[config.mk]
export PLATFORM = sky130hd
export DESIGN_NAME = shadow_err_alert_agg
export DESIGN_NICKNAME = d
export VERILOG_FILES = /design/src/rtl/shadow_alert_pkg.sv /design/src/rtl/shadow_alert_hs.sv /design/src/rtl/shadow_err_alert_agg.sv
export SDC_FILE = /design/constraint.sdc
export NUM_CORES = 1
export LEC_CHECK = 0
export CORE_MARGIN = 4
export CORE_UTILIZATION = 40
export DETAILED_ROUTE_END_ITERATION = 10
export HOLD_SLACK_MARGIN = 0.1
export PLACE_DENSITY_LB_ADDON = 0.1
export SLEW_MARGIN = 30
export SYNTH_ARGS = -nofsm -noshare
export SYNTH_HDL_FRONTEND = slang
export SYNTH_HIERARCHICAL = 1
export SYNTH_SLANG_ARGS = --single-unit
[constraint.sdc]
create_clock -name clk_i -period 3.2 [get_ports clk_i]
set_input_delay 0.32 -clock clk_i [delete_from_list [all_inputs] [get_ports clk_i]]
set_output_delay 0.32 -clock clk_i [all_outputs]
set_load 0.005 [all_outputs]
[src/rtl/shadow_alert_pkg.sv]
// Shared types and alert indices for the shadow-register error alert aggregator.
package shadow_alert_pkg;

    typedef enum logic [1:0] {
        IDLE    = 2'b00,
        REQ     = 2'b01,
        WAIT_LO = 2'b10
    } hs_state_e;

    localparam int unsigned AlertRecovIdx = 0;
    localparam int unsigned AlertFatalIdx = 1;
    localparam int unsigned NumAlerts     = 2;

endpackage

[src/rtl/shadow_alert_hs.sv]
// One 4-phase alert handshake with event coalescing (pend) and an optional ack
// timeout, enabled by defining SHADOW_ALERT_TIMEOUT_EN.
module shadow_alert_hs
    import shadow_alert_pkg::*;
#(
    parameter int unsigned TimeoutCycles = 255
) (
    input  logic clk_i,
    input  logic rst_ni,
    input  logic evt_i,
    input  logic force_pend_i,
    input  logic ack_i,
    output logic req_o,
    output logic timeout_o
);

    hs_state_e state_q, state_d;
    logic      req_q, req_d;
    logic      pend_q, pend_d;

`ifdef SHADOW_ALERT_TIMEOUT_EN
    localparam int unsigned CntW = $clog2(TimeoutCycles + 1);
    logic [CntW-1:0] cnt_q, cnt_d;
    logic            timeout_q, timeout_d;
`endif

    always_comb begin
        state_d = state_q;
        req_d   = req_q;
        pend_d  = pend_q;
        unique case (state_q)
            IDLE: begin
                // ack seen here belongs to nobody and is ignored
                if (evt_i || pend_q || force_pend_i) begin
                    state_d = REQ;
                    req_d   = 1'b1;
                    pend_d  = 1'b0;
                end
            end
            REQ: begin
                pend_d = pend_q | evt_i | force_pend_i;
                if (ack_i) begin
                    state_d = WAIT_LO;
                    req_d   = 1'b0;
                end
            end
            WAIT_LO: begin
                pend_d = pend_q | evt_i | force_pend_i;
                if (!ack_i) begin
                    state_d = IDLE;
                end
            end
            default: begin
                state_d = IDLE;
                req_d   = 1'b0;
            end
        endcase

`ifdef SHADOW_ALERT_TIMEOUT_EN
        timeout_d = timeout_q;
        cnt_d     = (state_q != IDLE) ? cnt_q + 1'b1 : '0;
        // Abandon only a stalled handshake; a request is left pending for retry.
        if (state_q != IDLE && state_d == state_q &&
            cnt_q == CntW'(TimeoutCycles - 1)) begin
            state_d   = IDLE;
            req_d     = 1'b0;
            pend_d    = 1'b1;
            timeout_d = 1'b1;
        end
        if (state_d == IDLE) begin
            cnt_d = '0;
        end
`endif
    end

    always_ff @(posedge clk_i or negedge rst_ni) begin
        if (!rst_ni) begin
            state_q   <= IDLE;
            req_q     <= 1'b0;
            pend_q    <= 1'b0;
`ifdef SHADOW_ALERT_TIMEOUT_EN
            cnt_q     <= '0;
            timeout_q <= 1'b0;
`endif
        end else begin
            state_q   <= state_d;
            req_q     <= req_d;
            pend_q    <= pend_d;
`ifdef SHADOW_ALERT_TIMEOUT_EN
            cnt_q     <= cnt_d;
            timeout_q <= timeout_d;
`endif
        end
    end

    assign req_o = req_q;
`ifdef SHADOW_ALERT_TIMEOUT_EN
    assign timeout_o = timeout_q;
`else
    assign timeout_o = 1'b0;
`endif

endmodule

[src/rtl/shadow_err_alert_agg.sv]
// Aggregates shadow-register update/storage errors into recoverable and fatal
// alert handshakes; ack timeouts exist only with SHADOW_ALERT_TIMEOUT_EN.
module shadow_err_alert_agg
    import shadow_alert_pkg::*;
#(
    parameter int unsigned NumRegs       = 8,
    parameter int unsigned TimeoutCycles = 255
) (
    input  logic                 clk_i,
    input  logic                 rst_ni,
    input  logic [NumRegs-1:0]   err_update_i,
    input  logic [NumRegs-1:0]   err_storage_i,
    input  logic [NumRegs-1:0]   recov_clr_i,
    input  logic [NumAlerts-1:0] alert_test_i,
    output logic                 recov_req_o,
    input  logic                 recov_ack_i,
    output logic                 fatal_req_o,
    input  logic                 fatal_ack_i,
    output logic [NumRegs-1:0]   recov_cause_o,
    output logic [NumRegs-1:0]   fatal_cause_o,
    output logic [NumAlerts-1:0] timeout_o
);

    logic [NumRegs-1:0] recov_cause_q, recov_cause_d;
    logic [NumRegs-1:0] fatal_cause_q, fatal_cause_d;
    logic               recov_evt, fatal_evt;

    // A new error wins over a same-cycle software clear so no event is lost.
    always_comb begin
        recov_cause_d = (recov_cause_q & ~recov_clr_i) | err_update_i;
        fatal_cause_d = fatal_cause_q | err_storage_i;
    end

    always_ff @(posedge clk_i or negedge rst_ni) begin
        if (!rst_ni) begin
            recov_cause_q <= '0;
            fatal_cause_q <= '0;
        end else begin
            recov_cause_q <= recov_cause_d;
            fatal_cause_q <= fatal_cause_d;
        end
    end

    assign recov_evt = (|err_update_i)  | alert_test_i[AlertRecovIdx];
    assign fatal_evt = (|err_storage_i) | alert_test_i[AlertFatalIdx];

    shadow_alert_hs #(
        .TimeoutCycles(TimeoutCycles)
    ) u_recov_hs (
        .clk_i       (clk_i),
        .rst_ni      (rst_ni),
        .evt_i       (recov_evt),
        .force_pend_i(1'b0),
        .ack_i       (recov_ack_i),
        .req_o       (recov_req_o),
        .timeout_o   (timeout_o[AlertRecovIdx])
    );

    // A latched storage error keeps the fatal alert re-requesting until reset.
    shadow_alert_hs #(
        .TimeoutCycles(TimeoutCycles)
    ) u_fatal_hs (
        .clk_i       (clk_i),
        .rst_ni      (rst_ni),
        .evt_i       (fatal_evt),
        .force_pend_i(|fatal_cause_q),
        .ack_i       (fatal_ack_i),
        .req_o       (fatal_req_o),
        .timeout_o   (timeout_o[AlertFatalIdx])
    );

    assign recov_cause_o = recov_cause_q;
    assign fatal_cause_o = fatal_cause_q;

endmodule
Yosys cells after proc, flatten, opt, wreduce, memory -nomap -nowiden. Index checks and enable logic that the tools add are counted.

Output and inout port bits: 20. Input port bits: 30. Register bits after elaboration: 24.

Reduce and logical (&&, ||, !) cells: 18. Bitwise operators: 11. Eq/ne operators: 10. Mux-type cells: 18.

Operator list (count): $reduce_or A8 Y1 (3); $or A8 B8 Y8 (2); $mux W2 (6); $pmux W2 S3 (2); $reduce_and A3 Y1 (4); $and A8 B8 Y8 (1); $ne A2 B2 Y1 const B (4); $not A8 Y8 (1); $mux W1 (6); $pmux W1 S3 (2); $or A1 B1 Y1 (5); $eq A2 B1 Y1 const B (2); $eq A2 B2 Y1 const B (2); $logic_not A2 Y1 (2); $ne A2 B1 Y1 const B (2); $pmux W1 S2 (2); $reduce_and A2 Y1 (2); $reduce_bool A2 Y1 (2); $reduce_or A2 Y1 (2); $logic_or A1 B1 Y1 (3); $not A1 Y1 (2).

Logic depth before layout (Yosys ltp). Gate-level depths: netlist of run 1.

Depth in word-level cells: 6. Gate-level depth with buffers: 5. Gate-level depth less buffers: 5.

Hierarchy. Netlist of run 1, hierarchy kept.

Modules (own cells, without submodules): shadow_err_alert_agg (cells each 52, area an instance 601.8 µm², times used 1); shadow_alert_hs (cells each 27, area an instance 271.5 µm², times used 2).

Worst setup path after synthesis of run 1. No wires, ideal clock.

Path kind: input -> register. Start point: in err_storage_i[1]. End point: reg u_fatal_hs.state_q[1]. Setup slack: 1.664 ns. Arrival: 1.412 ns. Stages on the path: 5. Cell sequence: nor4_1 -> nand3_1 -> nor4b_4 -> nor4b_1 -> a211o_2.

Longest elaborated chain between the ends: 6.

RTL lines: from (decl) (line shadow_err_alert_agg.sv:12) `input logic [NumRegs-1:0] err_storage_i,`; $reduce_or A8 Y1 (line shadow_err_alert_agg.sv:45) `assign fatal_evt = (|err_storage_i) | alert_test_i[AlertFatalIdx];`; $or A1 B1 Y1 (line shadow_err_alert_agg.sv:45); via fatal_evt (line shadow_err_alert_agg.sv:26) `logic recov_evt, fatal_evt;`; $logic_or A1 B1 Y1 (2 in a row) (line shadow_alert_hs.sv:34) `if (evt_i || pend_q || force_pend_i) begin`; $ne A2 B1 Y1 (no line); $reduce_and A3 Y1 (no line); to (signal assigned) (line shadow_alert_hs.sv:86) `state_q <= state_d;`; to (decl) (line shadow_alert_hs.sv:17) `hs_state_e state_q, state_d;`.

The timed path passes the listed nets, and every way through them passes these cells. A chain may end at the register's enable or synchronous reset.

Worst setup path after layout of run 1.
Start point: in err_update_i[3]. End point: reg u_recov_hs.state_q[1].

Longest elaborated chain between the ends: 5.

RTL lines: from (decl) (line shadow_err_alert_agg.sv:11) `input logic [NumRegs-1:0] err_update_i,`; $reduce_or A8 Y1 (line shadow_err_alert_agg.sv:44) `assign recov_evt = (|err_update_i) | alert_test_i[AlertRecovIdx];`; $or A1 B1 Y1 (line shadow_err_alert_agg.sv:44); via recov_evt (line shadow_err_alert_agg.sv:26); $logic_or A1 B1 Y1 (line shadow_alert_hs.sv:34); $ne A2 B1 Y1 (no line); $reduce_and A3 Y1 (no line); to (signal assigned) (line shadow_alert_hs.sv:86); to (decl) (line shadow_alert_hs.sv:17).

The timed path passes the listed nets, and every way through them passes these cells.

==> flow_metrics.env, run 1 <==
export IMPL_timing_clock_skew_ps=3.112
export IMPL_fin_crit_sh_pct=57.02
export IMPL_final_fill_count=240
export IMPL_synth_area_per_cell_sq_um=10.80
export IMPL_nNetsFinal=194
export IMPL_crit_slowest_cell="clkdlybuf4s50_1"
export IMPL_cts_htree_levels=1
export IMPL_crit_required_ps=3410
export IMPL_outcome="finished clean"
export IMPL_power_internal_mw=0.6171
export IMPL_synth_cell_area_sq_um=1145
export IMPL_post_cts_setup_buffer_count=0
export IMPL_ys_types=22
export IMPL_drv_max_cap_violation_count=0
export IMPL_cts_resized_gates=0
export IMPL_power_share_switching_pct=30.51
export IMPL_detailedRoute_firstPassIterationCount=3
export IMPL_dp_final_hpwl_microns=2027
export IMPL_clk_root_buffer_cell="clkbuf_4"
export IMPL_power_share_clock_pct=17.3
export IMPL_max_clock_freq_mhz=548.1
export IMPL_antenna_diode_count=0
export IMPL_numCtsBuffers=3
export IMPL_placement_rows=19
export IMPL_cells_on_worst_reg2reg_path=5
export IMPL_layout_drive_gt1_share_pct=12.74
export IMPL_origin_of_the_critical_flop_to_flop_path="fatal_cause_o[4]$_DFF_PN0_"
export IMPL_timing_max_transition_violations_final=0
export IMPL_synth_top_cell_area_share_pct=52.46
export IMPL_routabilityCongestion=0.8174
export IMPL_critical_path_class="in2reg"
export IMPL_chipHeight_microns=61.50
export IMPL_globalRoute_totalOverflow=0
export IMPL_floorplan_die_width_microns=61.50
export IMPL_final_period_minus_worst_setup_slack_ps=1825
export IMPL_grt_pass1_wl_microns=3801
export IMPL_mostFrequentLayoutCell="clkdlybuf4s50_1"
export IMPL_initial_core_utilization_pct=41.52
export IMPL_clock_tree_from_tritoncts="built"
export IMPL_cts_clk_slew_worst_paths_ps=120
export IMPL_p_leak_nw=0.7467
export IMPL_num_io_pins=50
export IMPL_cp_end_kind="flop"
export IMPL_yosys_register_bits=24
export IMPL_die_area_sq_um=3782
export IMPL_hp_class="in2async"
export IMPL_core_area_sq_um=2758
export IMPL_synthToLayoutAreaGrowth_pct=47.32
export IMPL_totalWireLength_microns=2408
export IMPL_synth_largest_area_cell="dfrtp_1"
export IMPL_first_global_vias=936
export IMPL_worst_ep_arrival_time_ps=2030
export IMPL_vdd_ir_drop_worst_v=0.0003541
export IMPL_worstPathMaxFanout=4
export IMPL_synthesis_instances=106
export IMPL_drc_errors=0
export IMPL_power_net_switching_mw=0.2709
export IMPL_synth_top_cells_by_area="dfrtp_1 52%, ha_1 6.6%, inv_1 5.2%"
export IMPL_timing_rr_end="u_fatal_hs/state_q[1]$_DFFE_PN0P_"
export IMPL_preCtsSetupSlack_ps=1010
export IMPL_power_density_normalized_to_cell_area_nw_per_um2=526.5
export IMPL_dr_total_vias=913
export IMPL_routed_via_density=4.856
export IMPL_crit_family="simple AND/OR/NAND/NOR gates"
export IMPL_cts_sink_count=24
export IMPL_io_buffer_count=47
export IMPL_r2r_slack_ps=1580
export IMPL_yosysWarningCount=6
export IMPL_cells_along_the_critical_path="clkdlybuf4s50_1 > nor4_1 > nand3_1 > nor4b_4 > nor4b_1 > a211o_2"
export IMPL_synth_sequential_area_ratio_pct=52.46
export IMPL_ctsHoldBuffers=0
export IMPL_grt_start_max_net_pins=25
export IMPL_p_comb_share_pct=38.9
export IMPL_setup_violations_final=0
export IMPL_setup_ws_ps=1375
export IMPL_timing_critical_path_from_type="primary input"
export IMPL_largest_stage_delay_worst_path_ps=420
export IMPL_clk_path_buf_depth=2
export IMPL_seq_power_share_pct=43.8
export IMPL_grtUsageTotal_pct=13.79
export IMPL_crit_buf_inv=1
export IMPL_layout_common_cells="47 x clkdlybuf4s50_1, 24 x dfrtp_1, 16 x inv_1, 8 x or2_2, 7 x a21o_1"
export IMPL_final_setup_tns_ps=0
export IMPL_clk_latency_ps=300
export IMPL_rsz0062_at_grt="false"
export IMPL_first_iteration_detailed_routing_drc_count=19
export IMPL_timing_hold_violations_final=0
export IMPL_antenna_found_initial=0
export IMPL_wl_per_cell_microns=12.81
export IMPL_final_antenna_net_count=0
worst register-to-register path, delay by kind of cell (launching register included):
family           cells  cell delay (ps)
AO/OA/AOI/OAI        1              300
flip-flops           1              420
AND/OR/NAND/NOR      4              810
worst max-delay path by stage:
stage | from | to | slack (ps) | cells past startpoint
6_report | err_update_i[3] | u_recov_hs/state_q[1]$_DFFE_PN0P_ | 1380 | 6
5_1_grt | err_update_i[3] | u_recov_hs/state_q[1]$_DFFE_PN0P_ | 1210 | 6
4_1_cts | err_update_i[3] | u_recov_hs/state_q[1]$_DFFE_PN0P_ | 1360 | 6
3_5_place_dp | err_update_i[3] | u_recov_hs/state_q[1]$_DFFE_PN0P_ | 1010 | 6
3_3_place_gp | err_update_i[3] | u_recov_hs/state_q[1]$_DFFE_PN0P_ | 1050 | 6
2_1_floorplan | err_storage_i[1] | u_fatal_hs/state_q[1]$_DFFE_PN0P_ | 1660 | 5
per-stage QoR:
stage,total power [mW],instance area (sq um),cells,hold slack (ps),util [%]
6_report,0.8881,1687,188,349.2,61.16
5_1_grt,0.9567,1687,188,344.8,61.16
4_1_cts,0.8994,1687,188,347.1,61.16
3_5_place_dp,0.7412,1650,184,466.2,59.85
3_3_place_gp,0.7296,1650,184,458.8,59.85
2_1_floorplan,0.6103,1149,107,24.41,-
cells in the mapped netlist, drive strengths merged:
cell type,n
a211o,2
a21o,8
a21oi,2
a22oi,2
buf,2
conb,3
dfrtp,24
ha,6
inv,16
nand2,5
nand3,2
nor2,4
nor2b,2
nor3,4
nor4,4
nor4b,4
o21ai,4
o32a,2
or2,8
or3b,2
flip-flops by register name, summed over array words and instances (netlist names):
register and cells:
u_fatal_hs/pend_q 1, fatal_cause_o 8, u_recov_hs/state_q 2, u_recov_hs/req_o 1
u_recov_hs/pend_q 1, u_fatal_hs/req_o 1, recov_cause_o 8, u_fatal_hs/state_q 2
routing by layer:
metal | part of all wire, % | global-route usage (%) | up-vias
li1 | - | - | 458
met1 | 40 | 15.63 | 430
met2 | 53 | 23.92 | 23
met3 | 5.6 | 4.403 | 2
met4 | 0.83 | 5.455 | 0
met5 | 0 | 0 | -
cell families (layout without fill, tap and decap cells):
| logic type | Yosys count | after routing | share of synthesized area, % |
|---|---|---|---|
| buf+inv | 18 | 68 | 6.557 |
| other cells | 3 | 4 | 0.9835 |
| flops | 24 | 24 | 52.46 |
| compound gates | 20 | 20 | 13.01 |
| fa+ha+maj | 6 | 6 | 6.557 |
| simple gates | 35 | 35 | 20.44 |
area by class of cell:
class	count	area, sq um	share of cell area, %
sequential	24	600.6	35.61
tap	31	38.79	2.300
clock buffer	4	36.28	2.151
multi-input combinational	65	473.0	28.04
inverter	16	60.06	3.561
timing repair buffer	48	478.0	28.34
power groups by stage:
stage               combinational (mW)  sequential [mW]  clock [mW]
detailed placement               0.346            0.396           0
floorplan                        0.218            0.392           0
CTS                              0.347            0.389       0.163
global placement                 0.337            0.393           0
global route                     0.385            0.395       0.176
finish                           0.345            0.389       0.154
(Power assumes the default switching activity.)
==> run 2, diff against run 1 <==
Clock period 3.2 ns to 1.7 ns, I/O delays scaled along.
==> flow_metrics.env, run 2 (synthesis results as in run 1) <==
export IMPL_layoutNonFillerInstCount=194
export IMPL_multi_input_area_sq_um=490.5
export IMPL_initial_core_utilization_pct=41.52
export IMPL_timing_clock_skew_ps=1.218
export IMPL_r2r_slack_ps=70
export IMPL_globalRoute_totalOverflow=0
export IMPL_timing_critical_path_from_type="flop"
export IMPL_grt_start_max_net_pins=25
export IMPL_clk_root_buffer_cell="clkbuf_4"
export IMPL_worst_ep_arrival_time_ps=1840
export IMPL_seq_area_sq_um=600.6
export IMPL_dp_final_hpwl_microns=2082
export IMPL_io_buffer_count=47
export IMPL_critical_path_launch_point="fatal_cause_o[4]$_DFF_PN0_"
export IMPL_layout_common_cells="47 x clkdlybuf4s50_1, 24 x dfrtp_1, 16 x inv_1, 8 x or2_2, 8 x buf_4"
export IMPL_timing_rr_end="u_fatal_hs/state_q[1]$_DFFE_PN0P_"
export IMPL_cts_sink_count=24
export IMPL_core_area_sq_um=2758
export IMPL_nNetsFinal=201
export IMPL_routabilityCongestion=0.7836
export IMPL_cp_end_kind="flop"
export IMPL_drv_max_cap_violation_count=0
export IMPL_max_clock_freq_mhz=613.7
export IMPL_grt_pass1_wl_microns=3974
export IMPL_grtUsageTotal_pct=14.35
export IMPL_power_density_normalized_to_cell_area_nw_per_um2=935.3
export IMPL_die_area_sq_um=3782
export IMPL_placement_rows=19
export IMPL_place_detailed_instances=191
export IMPL_mostFrequentLayoutCell="clkdlybuf4s50_1"
export IMPL_numCtsBuffers=3
export IMPL_chipHeight_microns=61.50
export IMPL_hp_class="in2async"
export IMPL_vdd_ir_drop_worst_v=0.0007111
export IMPL_critical_path_class="reg2reg"
export IMPL_setup_violations_final=0
export IMPL_origin_of_the_critical_flop_to_flop_path="fatal_cause_o[4]$_DFF_PN0_"
export IMPL_antenna_found_initial=0
export IMPL_cells_on_worst_reg2reg_path=5
export IMPL_final_antenna_net_count=0
export IMPL_clk_latency_ps=310
export IMPL_totalWireLength_microns=2541
export IMPL_rsz0062_at_grt="true"
export IMPL_clk_path_buf_depth=2
export IMPL_dr_total_vias=940
export IMPL_clock_tree_from_tritoncts="built"
export IMPL_num_io_pins=50
export IMPL_routed_via_density=4.845
export IMPL_floorplan_die_width_microns=61.50
export IMPL_outcome="finished clean"
export IMPL_antenna_diode_count=0
export IMPL_p_leak_nw=0.7730
export IMPL_cts_clk_slew_worst_paths_ps=120
export IMPL_cts_htree_levels=1
export IMPL_final_period_minus_worst_setup_slack_ps=1629
export IMPL_synthToLayoutAreaGrowth_pct=52.24
export IMPL_post_cts_setup_buffer_count=0
export IMPL_first_global_vias=951
export IMPL_final_fill_count=239
export IMPL_drc_errors=0
export IMPL_detailedRoute_firstPassIterationCount=4
export IMPL_wl_per_cell_microns=13.10
export IMPL_layout_drive_gt1_share_pct=17.79
export IMPL_timing_max_transition_violations_final=0
export IMPL_fin_crit_sh_pct=95.85
export IMPL_setup_worst_path_end="u_fatal_hs/state_q[1]$_DFFE_PN0P_"
export IMPL_timing_hold_violations_final=0
export IMPL_worstPathMaxFanout=3
export IMPL_crit_required_ps=1910
export IMPL_first_iteration_detailed_routing_drc_count=28
export IMPL_fin_util_pct=63.20
[run 2: changes by cell type in the layout (fill, tap and decap cells not counted)]
cell	change
nor4_2	+2
clkbuf_8	-1
nand3_2	+1
nor4_1	-2
nand3_1	-1
buf_4	+7
[run 2: worst min path at each step]
| stage | endpoint | depth (start not counted) | start |
|---|---|---|---|
| after floorplan | fatal_cause_o[0]$_DFF_PN0_ | 0 | rst_ni |
| after global placement | recov_cause_o[0]$_DFF_PN0_ | 1 | recov_cause_o[0]$_DFF_PN0_ |
| after detailed placement | recov_cause_o[0]$_DFF_PN0_ | 1 | recov_cause_o[0]$_DFF_PN0_ |
| after CTS | recov_cause_o[7]$_DFF_PN0_ | 2 | rst_ni |
| after global routing | recov_cause_o[6]$_DFF_PN0_ | 2 | rst_ni |
| final | recov_cause_o[7]$_DFF_PN0_ | 2 | rst_ni |
[run 2: layout make-up]
cell class / count / share of cell area [%]
flip-flops and latches: 24 / 34.46
repair buffers: 55 / 30.44
multi-input cells: 65 / 28.14
inverters: 16 / 3.446
well taps: 31 / 2.225
clock buffers: 3 / 1.292
[run 2: worst max-delay path, cell delays in order (launching register included)]
cell	delay, ps
dfrtp_1	420
nor4_1	280
nand2_1	140
nor4b_4	280
nor4b_1	90
a211o_2	310
[run 2: timing repair]
action / in CTS / in global routing
endpoints found under the setup margin: 0 / 5
hold buffers: 0 / 0
gates resized for setup: 0 / 3
[run 2: stage by stage]
| step | area [sq um] | setup slack [ps] | setup TNS [ps] | hold WS, ps | power (mW) |
|---|---|---|---|---|---|
| 2_1_floorplan | 1149 | 177.8 | 0 | -125.6 | 1.149 |
| 3_3_place_gp | 1703 | -277.3 | -1260 | 458.8 | 1.375 |
| 3_5_place_dp | 1703 | -311.6 | -1461 | 464.4 | 1.405 |
| 4_1_cts | 1725 | 44.61 | 0 | 195.3 | 1.660 |
| 5_1_grt | 1743 | -16.63 | -16.63 | 204.4 | 1.768 |
| 6_report | 1743 | 70.58 | 0 | 202.0 | 1.630 |
[run 2: per-layer routing]
layer	global-route usage (%)	part of all wire, %
met1	16.17	40
met2	25.26	54
met3	3.564	5.8
met4	6.667	0.55
met5	0	0
[run 2: power by group]
| part | total [mW] | leakage, nW | switching, mW | internal, mW |
|---|---|---|---|---|
| Clock | 0.243 | 0.0138 | 0.160 | 0.0828 |
| Sequential | 0.731 | 0.249 | 0.0604 | 0.670 |
| Combinational | 0.657 | 0.511 | 0.289 | 0.368 |
| Total | 1.63 | 0.773 | 0.509 | 1.12 |
==> run 3, diff against run 2 <==
Settings changed: SETUP_SLACK_MARGIN from default to 0.4.
==> flow_metrics.env, run 3 (synthesis results as in run 1) <==
export IMPL_mostFrequentLayoutCell="dfrtp_1"
export IMPL_timing_critical_path_from_type="flop"
export IMPL_cells_on_worst_hold_path=2
export IMPL_rsz0062_at_grt="true"
export IMPL_floorplan_die_width_microns=61.50
export IMPL_cts_sink_count=24
export IMPL_critical_path_class="reg2reg"
export IMPL_chipHeight_microns=61.50
export IMPL_cp_end_kind="flop"
export IMPL_cts_htree_levels=1
export IMPL_drc_errors=0
export IMPL_hp_class="in2reg"
export IMPL_grt_start_max_net_pins=25
export IMPL_final_period_minus_worst_setup_slack_ps=1583
export IMPL_wl_per_cell_microns=13.35
export IMPL_layout_drive_gt1_share_pct=26.90
export IMPL_final_setup_tns_ps=0
export IMPL_final_fill_count=245
export IMPL_post_layout_total_power_mw=1.734
export IMPL_critical_path_launch_point="fatal_cause_o[6]$_DFF_PN0_"
export IMPL_seq_power_share_pct=42.0
export IMPL_drv_max_cap_violation_count=0
export IMPL_crit_required_ps=1900
export IMPL_setup_violations_final=0
export IMPL_final_antenna_net_count=0
export IMPL_p_leak_nw=0.8171
export IMPL_fin_crit_sh_pct=93.13
export IMPL_io_buffer_count=47
export IMPL_timing_max_transition_violations_final=0
export IMPL_power_internal_mw=1.187
export IMPL_core_area_sq_um=2758
export IMPL_layoutNonFillerInstCount=202
export IMPL_die_area_sq_um=3782
export IMPL_origin_of_the_critical_flop_to_flop_path="fatal_cause_o[6]$_DFF_PN0_"
export IMPL_dr_total_vias=998
export IMPL_place_detailed_instances=188
export IMPL_grtUsageTotal_pct=14.47
export IMPL_seq_area_sq_um=600.6
export IMPL_vdd_ir_drop_worst_v=0.0008255
export IMPL_placement_rows=19
export IMPL_initial_core_utilization_pct=41.52
export IMPL_worst_hold_path_endpoint="recov_cause_o[5]$_DFF_PN0_"
export IMPL_routabilityCongestion=0.7882
export IMPL_cells_on_worst_reg2reg_path=5
export IMPL_timing_rr_end="u_fatal_hs/state_q[1]$_DFFE_PN0P_"
export IMPL_routed_via_density=4.941
export IMPL_power_share_clock_pct=13.7
export IMPL_clk_latency_ps=300
export IMPL_timing_clock_skew_ps=4.771
export IMPL_clk_path_buf_depth=2
export IMPL_hold_path_startpoint="err_update_i[5]"
export IMPL_antenna_found_initial=0
export IMPL_globalRoute_totalOverflow=0
export IMPL_power_net_switching_mw=0.5476
export IMPL_r2r_slack_ps=120
export IMPL_worst_ep_arrival_time_ps=1780
export IMPL_clk_root_buffer_cell="clkbuf_4"
export IMPL_detailedRoute_firstPassIterationCount=3
export IMPL_nNetsFinal=209
export IMPL_power_density_normalized_to_cell_area_nw_per_um2=956.0
export IMPL_dp_final_hpwl_microns=2059
export IMPL_outcome="finished clean"
export IMPL_first_global_vias=990
export IMPL_first_iteration_detailed_routing_drc_count=23
export IMPL_cts_clk_slew_worst_paths_ps=120
export IMPL_layout_common_cells="24 x dfrtp_1, 22 x clkdlybuf4s50_1, 19 x dlygate4sd2_1, 16 x buf_4, 14 x inv_1"
export IMPL_synthToLayoutAreaGrowth_pct=58.47
export IMPL_power_share_switching_pct=31.57
export IMPL_timing_hold_violations_final=0
export IMPL_max_clock_freq_mhz=631.6
export IMPL_antenna_diode_count=0
export IMPL_multi_input_area_sq_um=528.0
export IMPL_num_io_pins=50
export IMPL_grt_pass1_wl_microns=4050
export IMPL_preCtsSetupSlack_ps=-209.7
export IMPL_worstPathMaxFanout=2
export IMPL_p_comb_share_pct=44.3
export IMPL_setup_ws_ps=116.8
export IMPL_totalWireLength_microns=2697
export IMPL_numCtsBuffers=3
export IMPL_clock_tree_from_tritoncts="built"
-- run 3: changes by cell type in the layout (fill, tap and decap cells not counted), sizes merged --
cell,before,now
clkdlybuf4s50,47,22
dlygate4sd2,0,19
buf,8,16
clkdlybuf4s15,0,4
clkbuf,3,4
dlymetal6s2s,0,1
-- run 3: critical path: stages (launching register included) --
cell and delay, ps:
dfrtp_1 400, nor4_2 290, nand2_1 150, nor4b_4 260
nor4b_1 80, a211o_2 300
-- run 3: timing repair --
| item | 4_1_cts | 5_1_grt |
|---|---|---|
| resized for setup | 29 | 8 |
| setup buffers | 9 | 2 |
| pin swaps | 10 | 1 |
| setup endpoints to repair | 24 | 11 |
| hold buffers | 0 | 0 |
-- run 3: area by class of cell --
type,instances,share of cell area (%)
Sequential cell,24,33.10
Timing Repair Buffer,63,31.10
Multi-Input combinational cell,65,29.10
Inverter,16,3.310
Tap cell,31,2.138
Clock buffer,3,1.241
-- run 3: how the worst max path moves through the flow --
stage / end / depth (start not counted)
finish: u_fatal_hs/state_q[1]$_DFFE_PN0P_ / 5
global route: u_fatal_hs/req_o$_DFFE_PN0P_ / 6
detailed placement: u_fatal_hs/req_o$_DFFE_PN0P_ / 7
CTS: u_fatal_hs/req_o$_DFFE_PN0P_ / 6
floorplan: u_fatal_hs/state_q[1]$_DFFE_PN0P_ / 5
global placement: u_fatal_hs/state_q[1]$_DFFE_PN0P_ / 6
-- run 3: metal layers --
metal	up-vias	share of wire [%]	track usage [%]
met1	482	38	16.25
met4	0	1.3	6.364
met3	4	5.9	2.725
met2	25	55	26.31
li1	487	-	-
met5	-	0	0
-- run 3: per-stage QoR --
stage | hold WS (ps) | cell area (sq um) | util, %
final | 192.2 | 1814 | 65.79
after global routing | 185.6 | 1814 | 65.79
after CTS | 183.2 | 1785 | 64.75
after detailed placement | 464.6 | 1703 | 61.75
after global placement | 458.2 | 1703 | 61.75
after floorplan | -125.6 | 1171 | -
-- run 3: power by group through the flow --
stage          logic, mW  registers [mW]  clock network [mW]
6_report           0.768           0.729               0.237
5_1_grt            0.869           0.743               0.279
4_1_cts            0.761           0.730               0.252
3_5_place_dp       0.707           0.750                   0
3_3_place_gp       0.686           0.744                   0
2_1_floorplan      0.450           0.742                   0
